## config.mk

```make
export PLATFORM = sky130hd
export DESIGN_NAME = gpr_read_control
export DESIGN_NICKNAME = d
export VERILOG_FILES = /design/src/rtl/gpr_read_control_pkg.sv /design/src/rtl/gpr_read_control_addr_resolve.sv /design/src/rtl/gpr_read_control.sv
export SDC_FILE = /design/constraint.sdc
export NUM_CORES = 1
export LEC_CHECK = 0
export BUFFER_PORTS_ARGS = -buffer_cell sky130_fd_sc_hd__buf_2
export CAP_MARGIN = 0
export CORE_ASPECT_RATIO = 0.75
export CORE_MARGIN = 2
export CORE_UTILIZATION = 42
export CTS_BUF_LIST = sky130_fd_sc_hd__clkbuf_4
export DETAILED_ROUTE_END_ITERATION = 10
export MAX_ROUTING_LAYER = met4
export PLACE_DENSITY = 0.79
export SYNTH_ARGS = -nofsm -noshare
export SYNTH_HDL_FRONTEND = slang
export SYNTH_HIERARCHICAL = 1
export SYNTH_SLANG_ARGS = --single-unit
```

## constraint.sdc

```tcl
create_clock -name clk -period 1.5 [get_ports clk]
set_input_delay 0.15 -clock clk [delete_from_list [all_inputs] [get_ports clk]]
set_output_delay 0.15 -clock clk [all_outputs]
set_load 0.05 [all_outputs]
```

## src/rtl/gpr_read_control_pkg.sv

```systemverilog
// Shared definitions for the register-file read side: Q-state and FSM encodings,
// SFR addresses and GPR/banked base addresses.
package gpr_read_control_pkg;

  localparam int EX_STATE_BITS = 2;

  typedef enum logic [EX_STATE_BITS-1:0] {
    EX_Q1 = 2'd0,
    EX_Q2 = 2'd1,
    EX_Q3 = 2'd2,
    EX_Q4 = 2'd3
  } ex_state_e;

  typedef enum logic [1:0] {
    ST_IDLE = 2'd0,
    ST_ADDR = 2'd1,
    ST_CAPT = 2'd2,
    ST_HOLD = 2'd3
  } rd_state_e;

  localparam logic [4:0] ADDR_INDF   = 5'h00;
  localparam logic [4:0] ADDR_TMR0   = 5'h01;
  localparam logic [4:0] ADDR_PCL    = 5'h02;
  localparam logic [4:0] ADDR_STATUS = 5'h03;
  localparam logic [4:0] ADDR_FSR    = 5'h04;
  localparam logic [4:0] ADDR_PORTA  = 5'h05;
  localparam logic [4:0] ADDR_PORTB  = 5'h06;
  localparam logic [4:0] ADDR_PORTC  = 5'h07;

  localparam logic [4:0] GPR_BASE    = 5'h08;
  localparam logic [4:0] BANKED_BASE = 5'h10;

endpackage

```

## src/rtl/gpr_read_control_addr_resolve.sv

```systemverilog
// Combinational file-address decode: INDF substitution, bank select and SFR flags.
// Also usable on the write side to resolve wrAddrIn.
module gpr_addr_resolve
  import gpr_read_control_pkg::*;
#(
  parameter int ADDR_WIDTH = 7,
  parameter int BANK_BITS  = 2
) (
  input  logic [4:0]            file_addr,
  input  logic [ADDR_WIDTH-1:0] fsr,
  output logic [ADDR_WIDTH-1:0] eff,
  output logic                  is_sfr,
  output logic                  is_indf
);

  logic [4:0]           f_field;
  logic [BANK_BITS-1:0] bank;

  always_comb begin
    f_field = (file_addr == ADDR_INDF) ? fsr[4:0] : file_addr;
    bank    = fsr[5 +: BANK_BITS];
    // Only the upper half of each bank is banked; 0x00-0x0F alias to bank 0.
    eff     = (f_field >= BANKED_BASE) ? {bank, f_field} : {{BANK_BITS{1'b0}}, f_field};
    is_sfr  = (f_field < GPR_BASE);
    is_indf = (f_field == ADDR_INDF);
  end

endmodule

```

## src/rtl/gpr_read_control.sv

```systemverilog
// Operand read sequencer: latches the effective address at EX_Q2, reads GPR RAM or
// an SFR, forwards a coincident write and holds the operand until the next EX_Q2.
//
// state | meaning
// IDLE  | after reset, no operand yet
// ADDR  | address latched, RAM read in flight for GPR addresses
// CAPT  | operand source selected and registered on this clock
// HOLD  | operand valid and stable until next EX_Q2
module gpr_read_control
  import gpr_read_control_pkg::*;
#(
  parameter int DATA_WIDTH = 8,
  parameter int ADDR_WIDTH = 7,
  parameter int BANK_BITS  = 2
) (
  input  logic                     clk,
  input  logic                     rst_n,
  input  logic [EX_STATE_BITS-1:0] executeState,
  input  logic [4:0]               irFileAddr,
  input  logic [DATA_WIDTH-1:0]    fsrIn,
  input  logic [DATA_WIDTH-1:0]    statusIn,
  input  logic [DATA_WIDTH-1:0]    tmr0In,
  input  logic [DATA_WIDTH-1:0]    pclIn,
  input  logic [3:0]               portAIn,
  input  logic [DATA_WIDTH-1:0]    portBIn,
  input  logic [DATA_WIDTH-1:0]    portCIn,
  output logic [ADDR_WIDTH-1:0]    ramAddrOut,
  output logic                     ramRdEnOut,
  input  logic [DATA_WIDTH-1:0]    ramDataIn,
  input  logic                     wrEnIn,
  input  logic [ADDR_WIDTH-1:0]    wrAddrIn,
  input  logic [DATA_WIDTH-1:0]    wrDataIn,
  output logic [ADDR_WIDTH-1:0]    effAddrOut,
  output logic [DATA_WIDTH-1:0]    readDataOut,
  output logic                     readValidOut
);

  rd_state_e             state;
  logic [ADDR_WIDTH-1:0] eff;
  logic                  is_sfr;
  logic                  is_indf;
  logic                  sfr_q;
  logic                  indf_q;
  logic [2:0]            sfr_idx_q;
  logic [DATA_WIDTH-1:0] capt_data;
  logic                  unused_fsr_msb;

  assign unused_fsr_msb = fsrIn[DATA_WIDTH-1];

  gpr_addr_resolve #(
    .ADDR_WIDTH (ADDR_WIDTH),
    .BANK_BITS  (BANK_BITS)
  ) u_resolve (
    .file_addr (irFileAddr),
    .fsr       (fsrIn[ADDR_WIDTH-1:0]),
    .eff       (eff),
    .is_sfr    (is_sfr),
    .is_indf   (is_indf)
  );

  always_comb begin
    capt_data = ramDataIn;
    if (wrEnIn && (wrAddrIn == effAddrOut)) begin
      capt_data = wrDataIn;
    end else if (indf_q) begin
      capt_data = '0;
    end else if (sfr_q) begin
      // SFR inputs are sampled live here, not at the EX_Q2 clock.
      unique case (sfr_idx_q)
        ADDR_TMR0[2:0]:   capt_data = tmr0In;
        ADDR_PCL[2:0]:    capt_data = pclIn;
        ADDR_STATUS[2:0]: capt_data = statusIn;
        ADDR_FSR[2:0]:    capt_data = {1'b1, fsrIn[DATA_WIDTH-2:0]};
        ADDR_PORTA[2:0]:  capt_data = {{(DATA_WIDTH-4){1'b0}}, portAIn};
        ADDR_PORTB[2:0]:  capt_data = portBIn;
        ADDR_PORTC[2:0]:  capt_data = portCIn;
        default:          capt_data = '0;
      endcase
    end
  end

  always_ff @(posedge clk or negedge rst_n) begin
    if (!rst_n) begin
      state        <= ST_IDLE;
      effAddrOut   <= '0;
      readDataOut  <= '0;
      readValidOut <= 1'b0;
      ramRdEnOut   <= 1'b0;
      ramAddrOut   <= '0;
      sfr_q        <= 1'b0;
      indf_q       <= 1'b0;
      sfr_idx_q    <= '0;
    end else if (executeState == EX_Q2) begin
      // Same action from every state: a new EX_Q2 aborts any read in flight.
      state        <= ST_ADDR;
      effAddrOut   <= eff;
      readValidOut <= 1'b0;
      sfr_q        <= is_sfr;
      indf_q       <= is_indf;
      sfr_idx_q    <= eff[2:0];
      ramRdEnOut   <= ~is_sfr;
      ramAddrOut   <= is_sfr ? '0 : eff;
    end else begin
      unique case (state)
        ST_ADDR: begin
          state      <= ST_CAPT;
          ramRdEnOut <= 1'b0;
          ramAddrOut <= '0;
        end
        ST_CAPT: begin
          state        <= ST_HOLD;
          readDataOut  <= capt_data;
          readValidOut <= 1'b1;
        end
        default: state <= state;
      endcase
    end
  end

endmodule

```

==> impl_results.md, run 1 <==
- FP Rows: 21
- Async SR Flop Fraction: 1.00
- First-pass GRT wire length: 9780 um
- Violated checks: setup timing
- WL per Instance: between 15 and 20 um
- Die Width: between 80 and 90 um
- Clk slew on worst S/H paths: 150 ps
- Yosys reg bits: 28
- Dpl cells: 376
- Count leader, synth: dfrtp_1
- P_leak: between 1.5 and 2 nW
- Pre-CTS setup slack: -62.0 ps
- Htree depth: 1
- WS Path Type: register to register
- Drt pass-1 iters: 4
- Post-synthesis sequential area ratio: 0.345
- Number of flops mapped to enable cells by yosys: 0
- Slew Viols, Final: 0
- Crit path arrival time: 1800 ps
- CP Capture Type: register
- Synth Flop Type: dfrtp_1
- Initial antenna violation count: 0
- Via-per-instance ratio: around 5.6
- Tot GR Track Use: 0.230
- Die area: approximately 0.0054 mm^2
- Final setup fails: 8
- DRT iter0 DRCs: 76
- Tcrit/Tclk final: 1.03
- Relative slew margins: 0.538
- Max incr delay on CP: 450 ps
- CP Max Fanout: 8
- Highest Clock Rate: 646 MHz
- DPL Wire Length: 4860 um
- Final setup margin: -48.4 ps
- Die Y-Extent: ~64 um
- Core area: ~0.0045 mm^2
- Worst hold margin: 97.3 ps
- Max-cap violations: 0
- Vias in the first global route: approximately 2.1k
- CP max stage cell: dfrtp_2
- Layout cells sized above 1: 0.546
- Post-route ant nets: 0
- Fin nets: around 420
- Commonest cells in the netlist: dfrtp_1 (28), mux2i_1 (15), nor2_1 (11)
- CTS max path bufs: 2
- Crit path cell chain: buf_4, xnor2_2, and4_4, a211o_4, o31ai_2
- Yosys top cell area share: 0.345
- IO Port Bufs: between 100 and 150
- Crit start category: register
- PD cells: between 1000 and 1500 mW/mm^2
- Hold Fails Final Rpt: 0
- Initial Util: 0.446
- Syn_area_per_cell: about 9.8 um^2
- Layout area overhead: 47.7%
- Cell variety after synth: 48
- # diodes: 0
- Net Count, Synth: just under 300
- Synth warn: 6
- CTS tree: yes
- Clock sinks: 28
- RSZ-0062 raised after global routing: true
- CTS Buf Count: 3
- Via Count: approximately 2.2k
- Req. time, crit path: roughly 1800 ps
- Crit path max-delay family: compound AO/OA/AOI/OAI gates
- Post-route insts no fill: around 390
- DR DRC count: 0
- Status: finished with violations
- Worst-Margin Slew: slightly below 700 ps
- WP buf/inv: 1
- Total Wirelength: just over 6000 um
- VDD IR max: about 0.00078 V
- Syn Inst Count: around 210
- Minimum clock period: 1550 ps
- Final Skew: approximately 6.3 ps
- Synthesized area: around 0.0020 mm^2
- Area leader, netlist: dfrtp_1
- Power, Total: around 0.0032 W
- Root Driver: clkbuf_4
- Pin count of the biggest net entering global routing: 29
- GPL Wtd Cong: 0.949
- Grt ovf: 0
- Worst-Skew Late Latency: 330 ps
- Top cells by area, synth: dfrtp_1 (35%), mux2i_1 (7.4%), mux2_2 (5.0%)
- Hold Path Class: input pin to register
- IO Pins: around 110
- Setup TNS: -234 ps
## flip-flops by register name, summed over array words and instances, names as in the netlist
name / count
effAddrOut: 7
indf_q: 1
ramAddrOut: 7
ramRdEnOut: 1
readDataOut: 8
readValidOut: 1
sfr_q: 1
state: 2
## kinds of logic after synthesis
logic type             count (synthesis)  share of synthesized area
AND/OR/NAND/NOR                       65                      0.206
AO/OA/AOI/OAI                         58                      0.239
flip-flops                            28                      0.345
multiplexers                          24                      0.124
buffers and inverters                 24                     0.0549
XOR/XNOR                               7                     0.0302
## final timing paths
check / from / endpoint / slack [ps] / depth (start not counted)
min in group asynchronous: rst_n / effAddrOut[5]$_DFFE_PN0P_ / 350 / 2
hold / removal: wrDataIn[4] / readDataOut[4]$_DFFE_PN0P_ / 100 / 3
setup / recovery: effAddrOut[0]$_DFFE_PN0P_ / readDataOut[3]$_DFFE_PN0P_ / -50 / 5
setup reg to reg: effAddrOut[0]$_DFFE_PN0P_ / readDataOut[3]$_DFFE_PN0P_ / -50 / 5
max in group asynchronous: rst_n / effAddrOut[1]$_DFFE_PN0P_ / 700 / 2
hold reg to reg: ramRdEnOut$_DFFE_PN0P_ / ramRdEnOut$_DFFE_PN0P_ / 500 / 1
## report_power, final
group	internal, W	switching, W	total [W]
clock network	0.000270	0.000227	0.000498
logic	0.000670	0.00101	0.00168
registers	0.000887	0.0000995	0.000986
total	0.00183	0.00134	0.00317
## placed cells by master, fill, tap and decap left out, types with 4 or more instances in the layout
cell type / netlist / layout
nor2_1: 11 / 11
a22o_1: 7 / 7
buf_12: 0 / 4
a21oi_1: 9 / 9
buf_2: 2 / 107
o2111ai_1: 4 / 4
a211oi_1: 6 / 5
inv_1: 9 / 9
nand3b_1: 10 / 10
buf_4: 1 / 25
a31o_2: 5 / 5
mux2_2: 9 / 9
a32oi_1: 6 / 4
dfrtp_2: 0 / 6
mux2i_1: 15 / 15
nor2b_1: 8 / 8
nand2_1: 5 / 5
nand2b_1: 5 / 4
and3_1: 7 / 7
o31ai_2: 5 / 4
dfrtp_1: 28 / 22
## layer usage
metal	track usage	share of wire	vias to the layer above
met1	0.310	0.46	1048
met2	0.363	0.45	99
met4	0.0484	0.015	0
met5	-	0	-
li1	-	-	1050
met3	0.0439	0.074	10
## layout make-up
type	count	area (um^2)
clock buffer	3	22.5
clock inverter	1	30.0
fill	406	1550
inverter	11	41.3
multi-input combinational	154	1300
sequential	28	708
tap	57	71.3
timing repair buffer	138	818
## metrics by stage
stage	area, um^2	util
after global routing	3000	0.659
final	3000	0.659
after detailed placement	2780	0.612
after global placement	2780	0.612
after CTS	2920	0.641
after floorplan	2060	-
## what timing repair did
item / 4_1_cts / 5_1_grt
endpoints found under the setup margin: 7 / 8
hold endpoints to repair: 28 / 0
buffers inserted: 6 / 5
pin swaps: 1 / 3
hold buffers: 1 / 0
gates resized for setup: 3 / 7
## tightest hold or removal path, stage by stage
cell      delay, ps
buf_2           100
inv_1            60
o221ai_2        100
Power figures use the tool's default switching activity.
==> inputs of run 2 (changes only) <==
--- a/config.mk
+++ b/config.mk
@@ -5,15 +5,15 @@
 export SDC_FILE = /design/constraint.sdc
 export NUM_CORES = 1
 export LEC_CHECK = 0
-export BUFFER_PORTS_ARGS = -buffer_cell sky130_fd_sc_hd__buf_2
 export CAP_MARGIN = 0
 export CORE_ASPECT_RATIO = 0.75
 export CORE_MARGIN = 2
-export CORE_UTILIZATION = 42
+export CORE_UTILIZATION = 55
 export CTS_BUF_LIST = sky130_fd_sc_hd__clkbuf_4
 export DETAILED_ROUTE_END_ITERATION = 10
+export DONT_BUFFER_PORTS = 1
 export MAX_ROUTING_LAYER = met4
-export PLACE_DENSITY = 0.79
+export PLACE_DENSITY = 0.73
 export SYNTH_ARGS = -nofsm -noshare
 export SYNTH_HDL_FRONTEND = slang
 export SYNTH_HIERARCHICAL = 1
==> run 2 against run 1 <==
Global-route usage increased by 6.5 points; clock-buffer cell count did not move; highest routed layer unchanged; sequential share of layout area rose by 3.0 points; core utilization rose by 8.1 points; routed wire length is 2.2% lower; critical path depth up 2; clock skew grew 1.2 ps; non-clock buffer count decreased by 88; via count fell by 13%; critical endpoint is now readDataOut[0]$_DFFE_PN0P_; the run still ends with setup timing left.
==> impl_results.md, run 2 (synthesized netlist as in run 1, its figures left out) <==
- Clk slew on worst S/H paths: 150 ps (about the same)
- First-pass GRT wire length: 9180 um (-6.1%)
- Tcrit/Tclk final: 1.10 (+0.0632)
- Via-per-instance ratio: 6.40 (+14%)
- RSZ-0062 raised after global routing: true
- Initial Util: 0.565 (+0.119)
- Req. time, crit path: 1730 ps (-30 ps)
- Hold Path Class: input pin to register
- # diodes: 0 (unchanged)
- Layout fillers: 255 (-37%)
- Total Wirelength: 6090 um (-2.2%)
- Highest Clock Rate: 609 MHz (-5.8%)
- Crit start category: register
- Hold_sp: ramDataIn[7]
- CP Capture Type: register
- Clock sinks: 28 (unchanged)
- PD cells: 1120 mW/mm^2 (+5.9%)
- Core area: 0.00359 mm^2 (-21%)
- Worst-Margin Slew: 671 ps (-20.7 ps)
- Crit path arrival time: 1880 ps (+80 ps)
- Internal power: 0.00164 W (-10%)
- Reg power frac: 0.395 (+0.084)
- CP Max Fanout: 4 (-4)
- Fin nets: 333 (-21%)
- Largest registers: readDataOut x8, effAddrOut x7, ramAddrOut x7
- Comb power frac: 0.496 (-0.035)
- Slew Viols, Final: 0 (unchanged)
- Final setup margin: -143 ps (-94.7 ps)
- Final Skew: 7.52 ps (+1.21 ps)
- Minimum clock period: 1640 ps (+94.7 ps)
- Sw Share: 0.448 (+0.0243)
- Setup TNS: -798 ps (-563 ps)
- CP max stage cell: dfrtp_2
- CTS tree: yes
- Max reg flops: 8 (unchanged)
- Post-route cell area: 0.00266 mm^2 (-11%)
- IO Pins: 109 (unchanged)
- Initial antenna violation count: 0 (unchanged)
- Max incr delay on CP: 490 ps (+40 ps)
- Die Y-Extent: 56.6 um (-12%)
- Via Count: 1915 (-13%)
- Sw Pwr: 0.00133 W (-0.67%)
- Drt pass-1 iters: 4 (unchanged)
- Worst hold margin: 8.99 ps (-88.3 ps)
- Most common cell after layout, fill and taps aside: buf_4
- DPL Wire Length: 4510 um (-7.3%)
- Violated checks: setup timing
- Htree depth: 1 (unchanged)
- CTS max path bufs: 2 (unchanged)
- Worst R2R Start: effAddrOut[1]$_DFFE_PN0P_
- Die area: 0.00419 mm^2 (-22%)
- Die Width: 74.1 um (-12%)
- P_leak: 1.18 nW (-22%)
- CP Launch Point: effAddrOut[1]$_DFFE_PN0P_
- VDD IR max: 0.000722 V (-7.8%)
- FP Rows: 19 (-9.5%)
- Worst-Skew Late Latency: 340 ps (about the same)
- IO Port Bufs: 0 (-100%)
- Tot GR Track Use: 0.295 (+0.0649)
- Hold Fails Final Rpt: 0 (unchanged)
- Status: finished with violations
- Max-cap violations: 0 (unchanged)
- WL per Instance: 20.4 um (+28%)
- Crit-path most repeated cell: buf_6
- Layout area overhead: 31.0%
- GPL Wtd Cong: 0.927 (-2.4%)
- Vias in the first global route: 1866 (-11%)
- Post-route ant nets: 0 (unchanged)
- Root Driver: clkbuf_4
- DRT iter0 DRCs: 146 (+92%)
- CTS Buf Count: 3 (unchanged)
- Layout cells sized above 1: 0.409 (-0.137)
- WS Path Type: register to register
- Power, Total: 0.00298 W (-6.1%)
- Relative slew margins: 0.552 (+0.0138)
- Final setup fails: 8 (unchanged)
- Placement-stage cell area: 0.00231 mm^2 (-17%)
- Most frequent cells in the layout: buf_4 (39), dfrtp_1 (22), mux2i_1 (14)
- Pin count of the biggest net entering global routing: 29 (unchanged)
- Clock share of power: 0.109 (-0.048)
- DR DRC count: 0 (unchanged)
- Crit path cell chain: buf_6, buf_6, mux2i_2, nor2_1, nor4_1, buf_4, o31ai_2
- Grt ovf: 0 (unchanged)
- Top reg by flops: readDataOut
run 2: area by class of cell:
class | instances | area, um^2 | area share
Clock buffer | 3 | 22.5 | 0.00847
Clock inverter | 1 | 3.75 | 0.00141
Inverter | 11 | 41.3 | 0.0155
Multi-Input combinational cell | 154 | 1350 | 0.508
Sequential cell | 28 | 708 | 0.266
Tap cell | 52 | 65.1 | 0.0245
Timing Repair Buffer | 50 | 467 | 0.176
run 2: final timing paths:
path,end,depth (start not counted),slack (ps)
worst max-delay path,readDataOut[0]$_DFFE_PN0P_,7,-140
worst min-delay path,readDataOut[7]$_DFFE_PN0P_,2,9
worst max register to register,readDataOut[0]$_DFFE_PN0P_,7,-140
worst min register to register,state[0]$_DFFE_PN0P_,2,510
max in group asynchronous,effAddrOut[1]$_DFFE_PN0P_,2,1100
min in group asynchronous,readValidOut$_DFFE_PN0P_,2,220
run 2: layer usage:
metal / global-route usage / routed length [um] / vias up
met2: 0.438 / 2900 / 101
met3: 0.0934 / 541 / 16
met4: 0.0805 / 135 / 0
met1: 0.390 / 2520 / 930
li1: - / - / 868
met5: - / 0 / -
run 2: what timing repair did:
action	in CTS	in global routing
endpoints found under the setup margin	8	8
pin swaps	5	13
hold endpoints to repair	30	0
buffers inserted	7	3
hold buffers	4	0
resized for setup	6	17
cloned	0	2
run 2: through the flow:
step	util	setup WS, ps	std cells
after detailed placement	0.644	-101	279
after CTS	0.689	-101	294
after global routing	0.740	-232	299
final	0.740	-143	299
after floorplan	-	-181	206
after global placement	0.644	-66.3	279
run 2: critical path, delay by kind of cell, from the launching register on:
kind                   cells  cell delay, ps
buffers and inverters      3             440
AOI/OAI and AO/OA          1              50
muxes                      1             190
DFF                        1             490
and+or+nand+nor            2             380
run 2: power groups by stage:
stage                     sequential, W  combinational, W  clock (W)
final                           0.00118           0.00147   0.000325
after global routing            0.00119           0.00157   0.000368
after CTS                       0.00117           0.00130   0.000330
after detailed placement        0.00120           0.00119          0
after global placement          0.00118           0.00117          0
after floorplan                 0.00141          0.000619          0
==> inputs of run 3 (changes only) <==
==> constraint.sdc (replaced) <==
create_clock -name clk -period 1.5 [get_ports clk]
set_input_delay 0.225 -clock clk [delete_from_list [all_inputs] [get_ports clk]]
set_output_delay 0.225 -clock clk [all_outputs]
set_load 0.05 [all_outputs]
==> run 3 against run 2 <==
The run still ends with setup timing left; cell area stayed put; final cell count stayed put; sequential cell count stayed put; die area stayed put; clock-buffer cell count stayed put; critical path depth stayed put; setup slack better by 36 ps; non-clock buffer count stayed put; maximum frequency is 2.2% higher; sequential share of layout area stayed put; clock skew is 3.6 ps higher; core utilization stayed put; largest cell class unchanged; largest power group unchanged.
==> impl_results.md, run 3 (synthesized netlist as in run 1, its figures left out) <==
- Status: finished with violations
- Violated checks: setup timing
- Sw Share: 0.422 (-0.0252)
- Die area: 0.00419 mm^2 (unchanged)
- Via-per-instance ratio: 6.67 (+4.1%)
- DRT iter0 DRCs: 190 (+30%)
- CP Launch Point: effAddrOut[1]$_DFFE_PN0P_
- Clk slew on worst S/H paths: 150 ps (about the same)
- Grt ovf: 0 (unchanged)
- FP Rows: 19 (unchanged)
- CP Max Fanout: 6 (+2)
- Highest Clock Rate: 622 MHz (+2.2%)
- # diodes: 0 (unchanged)
- Minimum clock period: 1610 ps (-35.9 ps)
- Drt pass-1 iters: 5 (+1)
- Fin nets: 333 (unchanged)
- Max-cap violations: 0 (unchanged)
- Internal power: 0.00182 W (+11%)
- Crit start category: register
- Final setup fails: 8 (unchanged)
- Final Skew: 11.2 ps (+3.65 ps)
- IO Port Bufs: 0 (unchanged)
- Htree depth: 1 (unchanged)
- Die Width: 74.1 um (unchanged)
- Sw Pwr: 0.00133 W (-0.12%)
- PD cells: 1180 mW/mm^2 (+5.8%)
- Post-route ant nets: 0 (unchanged)
- Layout area overhead: 31.0% (unchanged)
- Clock sinks: 28 (unchanged)
- Root Driver: clkbuf_4
- Crit path cell chain: buf_8, clkbuf_16, buf_6, mux2i_1, o2111ai_1, o211ai_1, o221ai_1
- Max incr delay on CP: 460 ps (-30 ps)
- CP Capture Type: register
- WL per Instance: 21.0 um (+2.9%)
- Core area: 0.00359 mm^2 (unchanged)
- Initial Util: 0.565 (unchanged)
- Slew Viols, Final: 0 (unchanged)
- R2R cell count: 7 (unchanged)
- IO Pins: 109 (unchanged)
- Layout cells sized above 1: 0.409 (unchanged)
- Final setup margin: -107 ps (+35.9 ps)
- Most frequent cells in the layout: buf_4 (37), dfrtp_1 (22), mux2i_1 (13)
- CTS Buf Count: 3 (unchanged)
- Most common cell after layout, fill and taps aside: buf_4
- DR DRC count: 0 (unchanged)
- Crit path arrival time: 1870 ps (about the same)
- Comb power frac: 0.473 (-0.023)
- GPL Wtd Cong: 0.966 (+4.2%)
- Vias in the first global route: 1956 (+4.8%)
- Worst R2R Start: effAddrOut[1]$_DFFE_PN0P_
- Top reg by flops: readDataOut
- VDD IR max: 0.000622 V (-14%)
- Max reg flops: 8 (unchanged)
- Via Count: 1993 (+4.1%)
- DPL Wire Length: 4510 um (+0.16%)
- CP max stage cell: dfrtp_2
- Reg power frac: 0.369 (-0.026)
- Hold Path Class: input pin to register
- Pin count of the biggest net entering global routing: 29 (unchanged)
- Dpl cells: 283 (+1.4%)
- Clock share of power: 0.158 (+0.049)
- WS Path Type: register to register
- P_leak: 1.18 nW (+0.64%)
- CTS tree: yes
- Initial antenna violation count: 0 (unchanged)
- Relative slew margins: 0.580 (+0.0285)
- Tot GR Track Use: 0.311 (+0.0167)
- Worst-Margin Slew: 629 ps (-42.6 ps)
- RSZ-0062 raised after global routing: true
- Req. time, crit path: 1760 ps (+30 ps)
- Worst-Skew Late Latency: 340 ps (about the same)
- First-pass GRT wire length: 9500 um (+3.5%)
- RR Endpoint: readDataOut[4]$_DFFE_PN0P_
- Largest registers: readDataOut x8, effAddrOut x7, ramAddrOut x7
- CTS max path bufs: 2 (unchanged)
- Final Util: 0.740 (unchanged)
- Hold Fails Final Rpt: 0 (unchanged)
- Post-route insts no fill: 299 (unchanged)
- Tcrit/Tclk final: 1.07 (-0.0239)
- Critical Path End: readDataOut[4]$_DFFE_PN0P_
- R2r setup slk: -110 ps (+40 ps)
- Die Y-Extent: 56.6 um (unchanged)
- Total Wirelength: 6270 um (+2.9%)
[run 3: per-stage QoR]
step / setup TNS, ps / area, um^2 / power [W] / hold slack, ps / setup slack (ps)
floorplan: -1340 / 2060 / 0.00203 / -70.6 / -181
global placement: -386 / 2340 / 0.00237 / -69.9 / -61.8
detailed placement: -652 / 2340 / 0.00241 / -69.8 / -148
CTS: -413 / 2520 / 0.00301 / 71.7 / -71.7
global route: -1270 / 2660 / 0.00330 / 62.5 / -216
finish: -693 / 2660 / 0.00315 / 70.3 / -107
[run 3: cell type report]
type                            instances  area [um^2]
Clock buffer                            3         22.5
Clock inverter                          1         30.0
Fill cell                             241          932
Inverter                               11         41.3
Multi-Input combinational cell        154         1320
Sequential cell                        28          708
Tap cell                               52         65.1
Timing Repair Buffer                   50          472
[run 3: repair_timing]
item                                   in CTS  in global routing
setup endpoints to repair                   9                 10
gates resized for setup                    12                 17
cloned                                      1                  1
endpoints found under the hold margin      28                  0
hold buffers                                2                  0
pin swaps                                   3                  5
setup buffers                               3                  5
[run 3: worst min-delay path by stage]
stage,startpoint,to,slack [ps],cells past startpoint
after floorplan,rst_n,effAddrOut[0]$_DFFE_PN0P_,-70,0
after global placement,rst_n,readDataOut[4]$_DFFE_PN0P_,-70,0
after detailed placement,rst_n,readValidOut$_DFFE_PN0P_,-70,0
after CTS,wrDataIn[4],readDataOut[4]$_DFFE_PN0P_,70,2
after global routing,wrDataIn[4],readDataOut[4]$_DFFE_PN0P_,60,2
final,wrDataIn[4],readDataOut[4]$_DFFE_PN0P_,70,2
[run 3: power groups by stage]
stage / Clock (W) / Sequential, W / Combinational, W
floorplan: 0 / 0.00141 / 0.000619
global placement: 0 / 0.00118 / 0.00118
detailed placement: 0 / 0.00120 / 0.00121
CTS: 0.000505 / 0.00116 / 0.00134
global route: 0.000537 / 0.00118 / 0.00158
finish: 0.000497 / 0.00116 / 0.00149
[run 3: per-layer routing]
metal / track usage / routed length, um / up-vias
met5: - / 0 / -
met4: 0.130 / 213 / 0
met3: 0.0916 / 605 / 28
met2: 0.469 / 2940 / 138
met1: 0.391 / 2510 / 948
li1: - / - / 879
[run 3: critical path, delay by kind of cell (launching register included)]
kind / cells / cell delay (ps)
multiplexers: 1 / 120
buffers and inverters: 3 / 440
flip-flops: 1 / 460
AO/OA/AOI/OAI: 3 / 510
